`src/rtl/sonuc_bcd_cevirici.sv`:
```
// sonuc_bcd_cevirici
// Sequential binary-to-BCD converter placed after the calculator top level.
// It captures one 64-bit result with its valid/overflow flags and converts it
// to 20 packed BCD digits using a shift-and-add-3 (double-dabble) engine.
// One result is converted at a time. Completion is marked by a one-cycle
// pulse on bitti.
//
// Ports
//   clk            rising-edge clock
//   rst            asynchronous, active-high reset
//   basla          start request, sampled only while mesgul = 0
//   sonuc_in       64-bit result word
//   gecerli_in     result-valid flag, captured with basla
//   tasma_in       overflow flag, captured with basla
//   mesgul         busy, from the accepting edge until completion
//   bitti          done pulse, exactly one cycle
//   bcd            20 packed BCD digits, digit k at [4k+3:4k]
//   isaret         1 = negative value (only when SIGNED_IN = 1)
//   basamak_sayisi significant digit count, 1..20
//   hata           captured result was invalid or overflowed
//
// State | meaning
// BOS      | idle, waiting for basla
// DONUSTUR | 64 add-3/shift iterations
// BITIR    | publish the outputs, pulse bitti

module sonuc_bcd_cevirici #(
    parameter bit SIGNED_IN = 1'b1
) (
    input  logic        clk,
    input  logic        rst,
    input  logic        basla,
    input  logic [63:0] sonuc_in,
    input  logic        gecerli_in,
    input  logic        tasma_in,
    output logic        mesgul,
    output logic        bitti,
    output logic [79:0] bcd,
    output logic        isaret,
    output logic [4:0]  basamak_sayisi,
    output logic        hata
);

    typedef enum logic [1:0] {
        BOS      = 2'd0,
        DONUSTUR = 2'd1,
        BITIR    = 2'd2
    } durum_t;

    durum_t      state_q, state_d;
    logic [63:0] mag_q, mag_d;
    logic [79:0] scratch_q, scratch_d;
    logic [5:0]  cnt_q, cnt_d;
    logic        sign_q, sign_d;
    logic        err_q, err_d;
    logic        mesgul_q, mesgul_d;
    logic        bitti_q, bitti_d;
    logic [79:0] bcd_q, bcd_d;
    logic        isaret_q, isaret_d;
    logic [4:0]  basamak_q, basamak_d;
    logic        hata_q, hata_d;

    logic [79:0] adj;

    // Add 3 to every nibble that is 5 or more, so that the following left
    // shift carries into the next decimal digit instead of leaving 10..15.
    function automatic logic [79:0] add3(input logic [79:0] v);
        logic [79:0] r;
        r = v;
        for (int k = 0; k < 20; k++) begin
            if (v[4*k +: 4] >= 4'd5) begin
                r[4*k +: 4] = v[4*k +: 4] + 4'd3;
            end
        end
        return r;
    endfunction

    // Position of the highest nonzero digit plus one; an all-zero value still
    // shows a single digit.
    function automatic logic [4:0] digit_count(input logic [79:0] v);
        logic [4:0] n;
        n = 5'd1;
        for (int k = 0; k < 20; k++) begin
            if (v[4*k +: 4] != 4'd0) begin
                n = 5'(k + 1);
            end
        end
        return n;
    endfunction

    assign adj = add3(scratch_q);

    always_comb begin
        state_d   = state_q;
        mag_d     = mag_q;
        scratch_d = scratch_q;
        cnt_d     = cnt_q;
        sign_d    = sign_q;
        err_d     = err_q;
        mesgul_d  = mesgul_q;
        bitti_d   = 1'b0;
        bcd_d     = bcd_q;
        isaret_d  = isaret_q;
        basamak_d = basamak_q;
        hata_d    = hata_q;

        case (state_q)
            BOS: begin
                if (basla) begin
                    mesgul_d  = 1'b1;
                    scratch_d = '0;
                    cnt_d     = 6'd63;
                    // Two's-complement negation in 64-bit unsigned arithmetic
                    // maps -2^63 onto 2^63, which still fits the magnitude.
                    if (SIGNED_IN && sonuc_in[63]) begin
                        mag_d  = ~sonuc_in + 64'd1;
                        sign_d = 1'b1;
                    end else begin
                        mag_d  = sonuc_in;
                        sign_d = 1'b0;
                    end
                    if (!gecerli_in || tasma_in) begin
                        err_d   = 1'b1;
                        state_d = BITIR;
                    end else begin
                        err_d   = 1'b0;
                        state_d = DONUSTUR;
                    end
                end
            end

            DONUSTUR: begin
                {scratch_d, mag_d} = {adj[78:0], mag_q, 1'b0};
                cnt_d              = cnt_q - 6'd1;
                if (cnt_q == 6'd0) begin
                    state_d = BITIR;
                end
            end

            BITIR: begin
                bitti_d  = 1'b1;
                mesgul_d = 1'b0;
                hata_d   = err_q;
                state_d  = BOS;
                if (err_q) begin
                    bcd_d     = '0;
                    isaret_d  = 1'b0;
                    basamak_d = 5'd1;
                end else begin
                    bcd_d     = scratch_q;
                    isaret_d  = sign_q;
                    basamak_d = digit_count(scratch_q);
                end
            end

            default: begin
                state_d  = BOS;
                mesgul_d = 1'b0;
            end
        endcase
    end

    always_ff @(posedge clk or posedge rst) begin
        if (rst) begin
            state_q   <= BOS;
            mag_q     <= '0;
            scratch_q <= '0;
            cnt_q     <= '0;
            sign_q    <= 1'b0;
            err_q     <= 1'b0;
            mesgul_q  <= 1'b0;
            bitti_q   <= 1'b0;
            bcd_q     <= '0;
            isaret_q  <= 1'b0;
            basamak_q <= 5'd1;
            hata_q    <= 1'b0;
        end else begin
            state_q   <= state_d;
            mag_q     <= mag_d;
            scratch_q <= scratch_d;
            cnt_q     <= cnt_d;
            sign_q    <= sign_d;
            err_q     <= err_d;
            mesgul_q  <= mesgul_d;
            bitti_q   <= bitti_d;
            bcd_q     <= bcd_d;
            isaret_q  <= isaret_d;
            basamak_q <= basamak_d;
            hata_q    <= hata_d;
        end
    end

    assign mesgul         = mesgul_q;
    assign bitti          = bitti_q;
    assign bcd            = bcd_q;
    assign isaret         = isaret_q;
    assign basamak_sayisi = basamak_q;
    assign hata           = hata_q;

endmodule

```
`config.mk`:
```
export PLATFORM = sky130hd
export DESIGN_NAME = sonuc_bcd_cevirici
export DESIGN_NICKNAME = d
export VERILOG_FILES = /design/src/rtl/sonuc_bcd_cevirici.sv
export SDC_FILE = /design/constraint.sdc
export NUM_CORES = 1
export LEC_CHECK = 0
export ABC_AREA = 1
export CAP_MARGIN = 10
export CORE_MARGIN = 2
export CORE_UTILIZATION = 44
export DETAILED_ROUTE_END_ITERATION = 10
export DONT_BUFFER_PORTS = 1
export PLACE_DENSITY = 0.56
export SETUP_SLACK_MARGIN = 0.02
export SLEW_MARGIN = 10
export SYNTH_ARGS = -nofsm -noshare
export SYNTH_HDL_FRONTEND = slang
export SYNTH_SLANG_ARGS = --single-unit
```
`constraint.sdc`:
```
create_clock -name clk -period 10.85 [get_ports clk]
set_clock_uncertainty 0.2 [all_clocks]
set_input_delay 1.6275 -clock clk [delete_from_list [all_inputs] [get_ports clk]]
set_output_delay 1.6275 -clock clk [all_outputs]
set_load 0.02 [all_outputs]
```
Word-level counts from Yosys, hierarchy flattened
Cells that the tools add are included.

Bits in registers: 243. Bits in latches: 0. Bits in writable memories: 0. Bits in read-only memories: 0. Input port bits: 69. Output and inout bits: 89. Word-level logic and storage cells: 146. Memories: 0.

Add/sub/neg operators: 22. Multiply operators: 0. Div/mod/pow operators: 0. Magnitude comparators: 20. Equality and inequality tests: 4. Shift-type cells: 0. Muxes and demuxes: 58. Bitwise gates (word level): 2. Reduce and logical (&&, ||, !) cells: 28.

Operator list (number): two-way mux 80 bit (2); one-hot mux 80 bit (2 select lines) (1); two-way mux 64 bit (2); one-hot mux 64 bit (2 select lines) (1); two-way mux 5 bit (19); greater-or-equal comparator 4 x 3 -> 1 bit, second input constant (20); adder 4 x 2 -> 4 bit, second input constant (19); two-way mux 4 bit (19); nonzero test 4 bit (19); adder 64 x 1 -> 64 bit, second input constant (1); inverter 64 bit (1); one-hot mux 6 bit (2 select lines) (1); two-way mux 2 bit (4); AND reduction 2 bit (4); logical NOT 6 bit (1); two-way mux 6 bit (1); subtractor 6 x 1 -> 6 bit, second input constant (1); two-way mux 1 bit (5); != test 2 bit, second input constant (2); one-hot mux 2 bit (2 select lines) (1); adder 3 x 2 -> 3 bit, second input constant (1); two-way mux 3 bit (1); equality test 2 x 1 -> 1 bit, second input constant (1); equality test 2 bit, second input constant (1); other kinds (6) (6).

Logic depth before layout (Yosys ltp)
Gate-level depths: netlist of run 1.

Word-level depth: 21. Mapped depth: 23. Depth with buffers taken out: 23.

Worst setup path after synthesis of run 1
No wires, ideal clock.

Kind: input port to flip-flop. Start point: in sonuc_in[0]. End point: reg mag_q[38]. Data arrival time: 3133 ps. Setup slack: 7393 ps. Cell stages on the path: 14. Buffers on the path: 0. Cells stage by stage: inv_2 ha_1 nand3_1 nor2_2 nand2_2 nor2_2 inv_2 nor3_4 nand3_2 o21ai_2 xor2_1 nand2_1 o211ai_2 o21ai_2.

Word-level cells in the longest chain between the ends: 5.

RTL lines: from (decl) (RTL line 33) `input logic [63:0] sonuc_in,`; inverter 64 bit (RTL line 116) `mag_d = ~sonuc_in + 64'd1;`; adder 64 x 1 -> 64 bit (RTL line 116); two-way mux 64 bit (RTL line 115) `if (SIGNED_IN && sonuc_in[63]) begin`; two-way mux 64 bit (RTL line 109) `if (basla) begin`; one-hot mux 64 bit (2 select lines) (RTL line 107) `case (state_q)`; to (signal assigned) (RTL line 179) `mag_q <= mag_d;`; to (decl) (RTL line 51) `logic [63:0] mag_q, mag_d;`.

No other way between the ends. The select of a mux whose other input is x is not followed. A chain may end at the register's enable or synchronous reset.

Worst setup path in the final report of run 1
Start point: in basla. End point: reg cnt_q[4].

Word-level cells in the longest chain between the ends: 2.

RTL lines: from (decl) (RTL line 32) `input logic basla,`; != test 2 bit (no source line); AND reduction 2 bit (no source line); to (signal assigned) (RTL line 181) `cnt_q <= cnt_d;`; to (decl) (RTL line 53) `logic [5:0] cnt_q, cnt_d;`.

No other way between the ends.

==> results of run 1 <==
## logic make-up after synthesis
logic type / Yosys count / synth area share (%)
buffers and inverters: 295 / 8.61
DFF: 243 / 45.1
and+or+nand+nor: 620 / 19.4
xor gates and xnor gates: 45 / 2.98
adders and majority gates: 44 / 4.08
AOI/OAI and AO/OA: 477 / 19.8
## registers in the layout, indices dropped and copies added (netlist names)
register	flops
cnt_q	6
isaret	1
mag_q	64
mesgul	1
scratch_q	80
bcd	80
hata	1
bitti	1
basamak_sayisi	5
err_q	1
state_q	2
sign_q	1
## worst max-delay path: stages
cell and delay [ns]:
nand2_1 0.03, buf_4 0.27, inv_2 0.19, nor2_2 0.07, inv_4 0.38, buf_4 0.93, nand2_1 0.20, or2_2 0.35
o311ai_1 0.22
## worst paths after layout
| kind | startpoint | to | slack [ns] | cells past startpoint |
|---|---|---|---|---|
| worst min register to register | mag_q[25]$_DFFE_PP0P_ | mag_q[25]$_DFFE_PP0P_ | 0.28 | 2 |
| max in group asynchronous | rst | bcd[71]$_DFFE_PP0P_ | 8.11 | 2 |
| worst max register to register | state_q[0]$_DFFE_PP0P_ | cnt_q[4]$_DFFE_PP0P_ | 7.17 | 8 |
| min in group asynchronous | rst | bcd[13]$_DFFE_PP0P_ | 0.88 | 1 |
| worst max-delay path | basla | cnt_q[4]$_DFFE_PP0P_ | 6.80 | 9 |
| worst min-delay path | mag_q[25]$_DFFE_PP0P_ | mag_q[25]$_DFFE_PP0P_ | 0.28 | 2 |
## metal layers
metal,share of wire (%),wire [um],vias to the layer above
met5,0,0,-
met4,2.4,855,0
met3,6.2,2190,56
met2,45,16000,268
met1,46,16200,5378
li1,-,-,5625
## cell usage in the layout, fill, tap and decap left out, types with 7 or more instances in the layout
| cell | netlist | layout |
|---|---|---|
| o32ai_1 | 23 | 23 |
| clkinv_2 | 1 | 8 |
| nor2_1 | 159 | 159 |
| buf_4 | 1 | 9 |
| o21ai_0 | 290 | 290 |
| dfrtp_1 | 242 | 242 |
| nand3_1 | 30 | 30 |
| nand4_1 | 11 | 11 |
| clkbuf_16 | 0 | 29 |
| inv_1 | 218 | 215 |
| ha_1 | 44 | 44 |
| nor3_1 | 21 | 21 |
| xor2_1 | 39 | 39 |
| a21oi_1 | 59 | 59 |
| a31oi_1 | 9 | 9 |
| o211ai_1 | 14 | 14 |
| o21ai_1 | 14 | 14 |
| nor4_1 | 8 | 8 |
| nor2_2 | 8 | 7 |
| o22ai_1 | 42 | 42 |
| nand2_1 | 362 | 362 |
## power groups by stage
| stage | registers, uW | clock network [uW] | logic (uW) |
|---|---|---|---|
| after detailed placement | 1330 | 0 | 1310 |
| after floorplan | 1290 | 0 | 994 |
| final | 1310 | 1010 | 1300 |
| after CTS | 1310 | 1030 | 1310 |
| after global placement | 1320 | 0 | 1290 |
| after global routing | 1340 | 1070 | 1500 |
## stage by stage
stage,utilization (%),cells,hold WS [ns],power (uW)
2_1_floorplan,-,1724,0.244,2280
3_3_place_gp,45.3,2059,0.265,2610
3_5_place_dp,45.3,2059,0.265,2630
4_1_cts,48.5,2111,0.282,3650
5_1_grt,48.5,2111,0.295,3910
6_report,48.5,2111,0.277,3620
## layout make-up
type | instances | area [um^2] | area share (%)
Sequential cell | 243 | 6080 | 41.3
Inverter | 225 | 858 | 5.83
Clock inverter | 13 | 171 | 1.16
Tap cell | 396 | 495 | 3.36
Clock buffer | 39 | 813 | 5.52
Multi-Input combinational cell | 1186 | 6240 | 42.4
Timing Repair Buffer | 9 | 67.6 | 0.459
==> impl_summary.log, run 1 <==
[metrics] TritonCTS clock tree: done
[metrics] area of the die: 0.0321 mm^2
[metrics] number of placed I/O pins: 158
[metrics] GR peak layer: met2
[metrics] part of the power in registers: 36.3%
[metrics] library cell with the largest summed area after synthesis: dfrtp_1
[metrics] proportion of synthesized chip area in sequential cells: 45.1%
[metrics] DRC violations left: 0
[metrics] Post-CTS Hold Fix Bufs: 0
[metrics] switching share of power: 41.0%
[metrics] Detail Placement HPWL: 23.7 mm
[metrics] CP arrival: 4.30 ns
[metrics] number of nets in the layout: 1807
[metrics] worst rel slew slack: 27.3%
[metrics] initial standard-cell utilization of the core: 44.4%
[metrics] most instantiated cells after synthesis: nand2_1 (362), o21ai_0 (290), dfrtp_1 (242), inv_1 (218), nor2_1 (159)
[metrics] final weighted congestion in routability-driven placement: 0.920
[metrics] total placed instance area: 0.0137 mm^2
[metrics] Vias per Instance: 5.37
[metrics] type of the tightest min-delay check: register to register
[metrics] fraction of layout instances using a drive strength above 1: 5.95%
[metrics] number of pins exceeding their max-slew limit in the final report: 0
[metrics] # fillers: 3002
[metrics] maximum VDD drop: 0.170 mV
[metrics] total number of vias: 11327
[metrics] clock slew at reported path FFs: 0.06 ns
[metrics] width of the die: 179 um
[metrics] clk buf depth: 3
[metrics] iteration count of the initial detailed-routing pass: 5
[metrics] Critical Path End Type: register
[metrics] worst path setup slack after routing: 6.80 ns
[metrics] most common flop cell mapped by yosys: dfrtp_1
[metrics] met1 global-route usage: 30.5%
[metrics] Post-Route Setup TNS: 0 ns
[metrics] Synth async-reset ratio: 100%
[metrics] ratio of final minimum period to clock period: 37.3%
[metrics] result of the run: finished clean
[metrics] post-route cell area: 0.0147 mm^2
[metrics] First DRT Iteration DRCs: 775
[metrics] via count of the first global-routing pass: 11044
[metrics] worst slack at placement: 6.22 ns
[metrics] synthesized area: 0.0135 mm^2
[metrics] synthesis warning total: 0
[metrics] final antenna diode count: 0
[metrics] maximum fanout along the worst path: 101
[metrics] Post-synth EDFFs: 0
[metrics] MaxCap Viol Count: 0
[metrics] Net Switching: 1480 uW
[metrics] GRT Resource Usage Total: 22.1%
[metrics] critical path launch point type: input pin
[metrics] most frequently used cell type in the post-synthesis netlist: nand2_1
[metrics] synthesized area divided by synthesized cell count: 7.82 um^2
[metrics] count of H-tree levels built during CTS: 1
[metrics] kind of critical path: input pin to register
[metrics] count of buffers inserted at the top-level ports: 0
[metrics] min Tclk post-route: 4.05 ns
[metrics] Post-CTS Resized: 0
[metrics] cells after synthesis: 1724
[metrics] power share of the clock group: 27.8%
[metrics] count of antenna-violating nets left after detailed routing: 0
[metrics] global-route wire length before repair: 57.2 mm
[metrics] number of hold violations in the final report: 0
[metrics] synthesized flop and latch total: 243
[metrics] routing usage on met3: 4.13%
[metrics] fraction of post-synthesis cell area in the top cell type by area: 44.9%
[metrics] Inserted Clock Buffers: 29
[metrics] post-CTS setup repair buffer count: 0
[metrics] leakage power summed over all cells: 0.00689 uW
[metrics] Req. time, crit path: 11.10 ns
[metrics] relative contribution of combinational cells to total power: 35.9%
[metrics] slew at the pin closest to its max-slew limit: 1.09 ns
[metrics] Power Dens Cells: 246 mW/mm^2
[metrics] unrepaired setup endpoints after global routing: false
[metrics] final setup violation count: 0
[metrics] number of antenna violations at the first check in global routing: 0
[metrics] largest net degree at the start of global routing: 115
[metrics] Skew-Pair Late Insertion Delay: 0.55 ns
[metrics] total internal power: 2130 uW
[metrics] synthesis-to-layout area growth: 9.27%
[metrics] CTS Root Buffer Type: clkbuf_16
[metrics] Core ar.: 0.0303 mm^2
[metrics] Highest Clock Rate: 247 MHz
[metrics] Global Route met2 Usage: 35.5%
[metrics] DIE HEIGHT: 179 um
[metrics] sinks on the clock net: 243
[metrics] most area-consuming cells after synthesis: dfrtp_1 (45%), o21ai_0 (11%), nand2_1 (10%), inv_1 (6.1%), nor2_1 (4.4%)
[metrics] post-DR wirelength/cell: 16.7 um
[metrics] Distinct cells, synth: 53
[metrics] global-route congestion overflow total: 0
[metrics] standard-cell rows: 64
[metrics] Post-Syn Nets: 1837
[metrics] total routed wirelength: 35.3 mm
Power figures use the tool's default switching activity.
==> inputs of run 2 (changes only) <==
--- a/config.mk
+++ b/config.mk
@@ -11,7 +11,7 @@
 export CORE_UTILIZATION = 44
 export DETAILED_ROUTE_END_ITERATION = 10
 export DONT_BUFFER_PORTS = 1
-export PLACE_DENSITY = 0.56
+export PLACE_DENSITY = 0.58
 export SETUP_SLACK_MARGIN = 0.02
 export SLEW_MARGIN = 10
 export SYNTH_ARGS = -nofsm -noshare
==> constraint.sdc (replaced) <==
create_clock -name clk -period 3.5 [get_ports clk]
set_clock_uncertainty 0.2 [all_clocks]
set_input_delay 0.525 -clock clk [delete_from_list [all_inputs] [get_ports clk]]
set_output_delay 0.525 -clock clk [all_outputs]
set_load 0.02 [all_outputs]
==> impl_summary.log, run 2 (synthesis results as in run 1) <==
[metrics] result of the run: finished clean
[metrics] number of pins exceeding their max-slew limit in the final report: 0 (unchanged)
[metrics] count of buffers inserted at the top-level ports: 0 (unchanged)
[metrics] DRC violations left: 0 (unchanged)
[metrics] area of the die: 0.0321 mm^2 (unchanged)
[metrics] Skew-Pair Late Insertion Delay: 0.56 ns (about the same)
[metrics] global-route wire length before repair: 57.8 mm (+1.2%)
[metrics] Reg-to-Reg Start: scratch_q[12]$_DFFE_PP0P_
[metrics] ratio of final minimum period to clock period: 78.3%
[metrics] number of nets in the layout: 1834 (+1.5%)
[metrics] slew at the pin closest to its max-slew limit: 0.906 ns (-0.185 ns)
[metrics] GRT Resource Usage Total: 22.3% (+0.19 points)
[metrics] fraction of layout instances using a drive strength above 1: 6.37% (+0.42 points)
[metrics] Power Dens Cells: 744 mW/mm^2 (+200%)
[metrics] share of the core filled with cells: 49.5% (+0.92 points)
[metrics] clock slew at reported path FFs: 0.06 ns (about the same)
[metrics] standard-cell rows: 64 (unchanged)
[metrics] leakage power summed over all cells: 0.00700 uW (+1.6%)
[metrics] maximum VDD drop: 0.605 mV (+260%)
[metrics] MaxCap Viol Count: 0 (unchanged)
[metrics] clk buf depth: 3 (unchanged)
[metrics] type of the tightest min-delay check: input pin to register
[metrics] total routed wirelength: 35.5 mm (+0.47%)
[metrics] initial standard-cell utilization of the core: 44.4% (unchanged)
[metrics] count of H-tree levels built during CTS: 1 (unchanged)
[metrics] number of placed I/O pins: 158 (unchanged)
[metrics] most used cells in the layout excluding fill and tap cells: nand2_1 (362), o21ai_0 (290), dfrtp_1 (242), inv_1 (215), nor2_1 (159)
[metrics] iteration count of the initial detailed-routing pass: 5 (unchanged)
[metrics] synthesis-to-layout area growth: 11.3%
[metrics] # fillers: 2991 (-0.37%)
[metrics] final antenna diode count: 0 (unchanged)
[metrics] min Tclk post-route: 2.74 ns
[metrics] DIE HEIGHT: 179 um (unchanged)
[metrics] post-DR wirelength/cell: 16.6 um (-0.85%)
[metrics] most common library cell in the layout ignoring fill and taps: nand2_1
[metrics] count of antenna-violating nets left after detailed routing: 0 (unchanged)
[metrics] total power consumption of the routed design: 11200 uW (+210%)
[metrics] CP arrival: 3.03 ns (-1.27 ns)
[metrics] Highest Clock Rate: 365 MHz
[metrics] TritonCTS clock tree: done
[metrics] min-delay src: sonuc_in[47]
[metrics] Critical Path End Type: register
[metrics] Inserted Clock Buffers: 28 (-3.4%)
[metrics] Critical path origin: sonuc_in[0]
[metrics] total number of vias: 11527 (+1.8%)
[metrics] final weighted congestion in routability-driven placement: 0.903 (-1.8%)
[metrics] largest net degree at the start of global routing: 108 (-6.1%)
[metrics] final setup violation count: 0 (unchanged)
[metrics] global-route congestion overflow total: 0 (unchanged)
[metrics] Req. time, crit path: 3.79 ns (-7.31 ns)
[metrics] Vias per Instance: 5.39 (+0.43%)
[metrics] CTS Root Buffer Type: clkbuf_16
[metrics] sinks on the clock net: 243 (unchanged)
[metrics] crit-path cells: dlygate4sd3_1 -> inv_2 -> ha_1 -> nand3_1 -> nor2_2 -> nand2_2 -> nor2_1 -> nand2_1 -> nor4_2 -> nand2_1 -> o21ai_1 -> a21oi_1 -> o21ai_0 -> nand2_1 -> nand2_1
[metrics] Post-CTS Resized: 0 (unchanged)
[metrics] worst rel slew slack: 39.6% (+12 points)
[metrics] critical path launch point type: input pin
[metrics] number of hold violations in the final report: 0 (unchanged)
[metrics] maximum fanout along the worst path: 5 (-95%)
[metrics] unrepaired setup endpoints after global routing: false
[metrics] Core ar.: 0.0303 mm^2 (unchanged)
[metrics] First DRT Iteration DRCs: 717 (-7.5%)
[metrics] Detail Placement HPWL: 24.2 mm (+2.3%)
[metrics] kind of critical path: input pin to register
[metrics] width of the die: 179 um (unchanged)
[metrics] most frequent cell on the critical path: nand2_1
[metrics] slowest library cell on the worst path: dlygate4sd3_1
[metrics] via count of the first global-routing pass: 10978 (-0.60%)
[metrics] largest stage delay on the critical path: 0.55 ns (-0.38 ns)
[metrics] number of antenna violations at the first check in global routing: 0 (unchanged)
==> run 2: changes by cell type in the layout (fill, tap and decap cells not counted), sizes merged <==
| cell | previous run | this run |
|---|---|---|
| dlygate4sd3 | 0 | 21 |
| buf | 9 | 16 |
| clkinv | 8 | 13 |
| bufinv | 4 | 3 |
| clkbuf | 39 | 34 |
| inv | 225 | 223 |
| clkinvlp | 1 | 4 |
==> run 2: per-stage QoR <==
stage	setup TNS (ns)	cells	area, um^2	hold slack, ns	worst slack (ns)
2_1_floorplan	-100.18	1724	13500	0.244	-0.414
3_3_place_gp	0	2066	13800	0.263	0.879
3_5_place_dp	0	2066	13800	0.266	0.843
4_1_cts	0	2139	15000	0.00149	0.811
5_1_grt	0	2139	15000	0.0123	0.587
6_report	0	2139	15000	0.0223	0.759
==> run 2: worst paths after layout <==
path                                            endpoint  slack (ns)  depth (start not counted)
min reg2reg                        mag_q[24]$_DFFE_PP0P_        0.28                          2
min in group asynchronous            bcd[13]$_DFFE_PP0P_        0.43                          3
max in group asynchronous            bcd[60]$_DFFE_PP0P_        2.17                          3
min                                mag_q[47]$_DFFE_PP0P_        0.02                          3
max                                mag_q[36]$_DFFE_PP0P_        0.76                         15
max reg2reg                basamak_sayisi[1]$_DFFE_PP0P_        1.17                         12
==> run 2: per-layer routing <==
layer | track usage [%] | part of all wire, %
met2 | 36.5 | 46
met3 | 4.28 | 6.2
met1 | 30.5 | 45
met5 | 0 | 0
met4 | 5.52 | 2.1
==> run 2: final cells by class <==
cell class	instances	area (um^2)	area share, %
clock buffers	34	753	5.02
clock inverters	18	201	1.34
inverters	225	855	5.69
multi-input cells	1186	6240	41.6
flip-flops and latches	243	6080	40.5
well taps	396	495	3.30
repair buffers	37	380	2.53
==> run 2: where the power goes <==
group          total (uW)  leakage [uW]  switching [uW]  internal [uW]
Clock                3010      0.000468            1250           1760
Combinational        4100       0.00330            2820           1270
Sequential           4060       0.00324             548           3510
Total               11200       0.00700            4620           6550
==> run 2: repair_timing <==
| action | CTS | global route |
|---|---|---|
| hold buffers | 21 | 0 |
| hold endpoints to repair | 261 | 0 |
| buffers inserted | 0 | 0 |
==> run 2: worst max-delay path: cells and delay by family <==
kind                       cells  cell delay [ns]
AOI/OAI and AO/OA              3             0.38
adders and majority gates      1             0.26
buffers and inverters          2             0.64
and+or+nand+nor                9             1.22
==> inputs of run 3 (changes only) <==
--- a/config.mk
+++ b/config.mk
@@ -11,7 +11,7 @@
 export CORE_UTILIZATION = 44
 export DETAILED_ROUTE_END_ITERATION = 10
 export DONT_BUFFER_PORTS = 1
-export PLACE_DENSITY = 0.58
+export PLACE_DENSITY = 0.56
 export SETUP_SLACK_MARGIN = 0.02
 export SLEW_MARGIN = 10
 export SYNTH_ARGS = -nofsm -noshare
==> constraint.sdc (replaced) <==
create_clock -name clk -period 2.9 [get_ports clk]
set_clock_uncertainty 0.2 [all_clocks]
set_input_delay 0.435 -clock clk [delete_from_list [all_inputs] [get_ports clk]]
set_output_delay 0.435 -clock clk [all_outputs]
set_load 0.02 [all_outputs]
==> impl_summary.log, run 3 (synthesis results as in run 1) <==
[metrics] result of the run: finished, violations left
[metrics] violations in the final reports: hold timing
[metrics] worst hold margin: -0.0248 ns (-0.0471 ns)
[metrics] via count of the first global-routing pass: 11546 (+5.2%)
[metrics] clock slew at reported path FFs: 0.06 ns (about the same)
[metrics] clk buf depth: 3 (unchanged)
[metrics] CTS Root Buffer Type: clkbuf_16
[metrics] post-DR wirelength/cell: 16.8 um (+1.5%)
[metrics] min-delay src: sonuc_in[63]
[metrics] Inserted Clock Buffers: 28 (unchanged)
[metrics] unrepaired setup endpoints after global routing: true
[metrics] DIE HEIGHT: 179 um (unchanged)
[metrics] most used cells in the layout excluding fill and tap cells: nand2_1 (360), o21ai_0 (288), dfrtp_1 (242), inv_1 (215), nor2_1 (159)
[metrics] total number of vias: 11644 (+1.0%)
[metrics] leakage power summed over all cells: 0.00723 uW (+3.3%)
[metrics] critical path launch point type: input pin
[metrics] number of placed I/O pins: 158 (unchanged)
[metrics] GRT Resource Usage Total: 23.1% (+0.77 points)
[metrics] Skew-Pair Late Insertion Delay: 0.55 ns (about the same)
[metrics] ratio of final minimum period to clock period: 97.0%
[metrics] final setup violation count: 0 (unchanged)
[metrics] endpoint of the worst-slack reg-to-reg timing path: mag_q[63]$_DFFE_PP0P_
[metrics] most common library cell in the layout ignoring fill and taps: nand2_1
[metrics] terminating pin of the worst hold path: mag_q[39]$_DFFE_PP0P_
[metrics] final antenna diode count: 0 (unchanged)
[metrics] Critical path origin: sonuc_in[0]
[metrics] DRC violations left: 0 (unchanged)
[metrics] largest net degree at the start of global routing: 97 (-10%)
[metrics] count of antenna-violating nets left after detailed routing: 0 (unchanged)
[metrics] width of the die: 179 um (unchanged)
[metrics] kind of critical path: input pin to register
[metrics] number of nets in the layout: 1891 (+3.1%)
[metrics] MaxCap Viol Count: 0 (unchanged)
[metrics] final weighted congestion in routability-driven placement: 0.942 (+4.3%)
[metrics] TritonCTS clock tree: done
[metrics] CP arrival: 3.10 ns (+0.07 ns)
[metrics] count of buffers inserted at the top-level ports: 0 (unchanged)
[metrics] worst reg2reg setup slack: 0.30 ns (-0.87 ns)
[metrics] Detail Placement HPWL: 24.5 mm (+1.3%)
[metrics] synthesis-to-layout area growth: 15.3%
[metrics] fraction of layout instances using a drive strength above 1: 6.74% (+0.38 points)
[metrics] First DRT Iteration DRCs: 706 (-1.5%)
[metrics] number of cells on the worst hold path: 4 (+1)
[metrics] slew at the pin closest to its max-slew limit: 0.964 ns (+0.0585 ns)
[metrics] iteration count of the initial detailed-routing pass: 4 (-1)
[metrics] number of antenna violations at the first check in global routing: 0 (unchanged)
[metrics] maximum VDD drop: 0.591 mV (-2.4%)
[metrics] placed cell count: 2070 (+0.19%)
[metrics] Highest Clock Rate: 355 MHz
[metrics] total power consumption of the routed design: 13400 uW (+20%)
[metrics] # fillers: 2966 (-0.84%)
[metrics] sinks on the clock net: 243 (unchanged)
[metrics] Power Dens Cells: 862 mW/mm^2 (+16%)
[metrics] Reg-to-Reg Start: state_q[0]$_DFFE_PP0P_
[metrics] worst reg-to-reg path cell count: 9 (-3)
[metrics] standard-cell rows: 64 (unchanged)
[metrics] global-route wire length before repair: 59.5 mm (+2.9%)
[metrics] worst rel slew slack: 35.5% (-4.1 points)
[metrics] number of pins exceeding their max-slew limit in the final report: 0 (unchanged)
[metrics] total routed wirelength: 36.9 mm (+3.9%)
[metrics] Vias per Instance: 5.32 (-1.3%)
[metrics] count of H-tree levels built during CTS: 1 (unchanged)
[metrics] number of hold violations in the final report: 2 (+2)
[metrics] area of the die: 0.0321 mm^2 (unchanged)
[metrics] Core ar.: 0.0303 mm^2 (unchanged)
[metrics] global-route congestion overflow total: 0 (unchanged)
[metrics] Req. time, crit path: 3.18 ns (-0.61 ns)
[metrics] min Tclk post-route: 2.81 ns
[metrics] maximum fanout along the worst path: 3 (-2)
[metrics] worst slack at placement: 0.358 ns (-0.485 ns)
[metrics] Critical Path End Type: register
[metrics] type of the tightest min-delay check: input pin to register
[metrics] Cell Count, Final, Fillers Out: 2190 (+2.4%)
[metrics] post-route cell area: 0.0155 mm^2 (+3.6%)
[metrics] total placed instance area: 0.0139 mm^2 (+0.49%)
[metrics] initial standard-cell utilization of the core: 44.4% (unchanged)
[metrics] worst path setup slack after routing: 0.0860 ns (-0.673 ns)
## run 3: cell count changes in the layout (fill, tap and decap cells not counted), sizes merged
cell,before,now
clkinvlp,4,2
bufinv,3,2
dlymetal6s4s,0,1
dlygate4sd3,21,62
clkbuf,34,40
buf,16,31
clkinv,13,4
## run 3: report_power, final
part | switching, uW | leakage [uW] | total [uW] | internal, uW
Sequential | 671 | 0.00324 | 4910 | 4240
Combinational | 3440 | 0.00357 | 5050 | 1610
Clock | 1400 | 0.000426 | 3440 | 2040
## run 3: final cells by class
class / count / area [um^2] / share of cell area, %
well taps: 396 / 495 / 3.19
inverters: 225 / 855 / 5.50
multi-input cells: 1186 / 6280 / 40.4
repair buffers: 94 / 953 / 6.13
clock inverters: 6 / 93.8 / 0.604
flip-flops and latches: 243 / 6080 / 39.1
clock buffers: 40 / 786 / 5.05
## run 3: repair_timing
item / 4_1_cts / 5_1_grt
hold buffers: 67 / 1
hold endpoints to repair: 222 / 1
setup endpoints to repair: 0 / 8
setup buffers: 0 / 11
resized for setup: 0 / 11
## run 3: worst max-delay path, stage by stage
cell           delay, ns
dlygate4sd3_1       0.55
inv_2               0.09
nand3_4             0.09
nor3_4              0.19
nand4_4             0.14
nor3_4              0.21
nand2_4             0.11
nor3_4              0.19
buf_4               0.16
nand3_2             0.05
nand2_1             0.10
nand2_1             0.06
dlygate4sd3_1       0.55
nand2_1             0.06
o21ai_1             0.05
nand2_1             0.06
## run 3: metrics by stage
stage | util (%) | TNS [ns]
global placement | 45.8 | 0
global route | 51.2 | -0.188
floorplan | - | -223.69
detailed placement | 45.8 | 0
finish | 51.2 | 0
CTS | 51.0 | 0
## run 3: layer usage
metal	global-route usage, %	wire, um	vias up
li1	-	-	5805
met1	31.1	16700	5513
met2	38.2	17100	264
met3	4.13	2250	62
met4	6.44	849	0
met5	0	0	-
## run 3: worst max path at each step
stage	slack, ns	depth (start not counted)	endpoint
6_report	0.09	16	mag_q[47]$_DFFE_PP0P_
5_1_grt	-0.1	16	mag_q[27]$_DFFE_PP0P_
4_1_cts	0.04	15	mag_q[27]$_DFFE_PP0P_
3_5_place_dp	0.36	14	mag_q[60]$_DFFE_PP0P_
3_3_place_gp	0.34	14	mag_q[60]$_DFFE_PP0P_
2_1_floorplan	-0.92	1	basamak_sayisi[1]$_DFFE_PP0P_
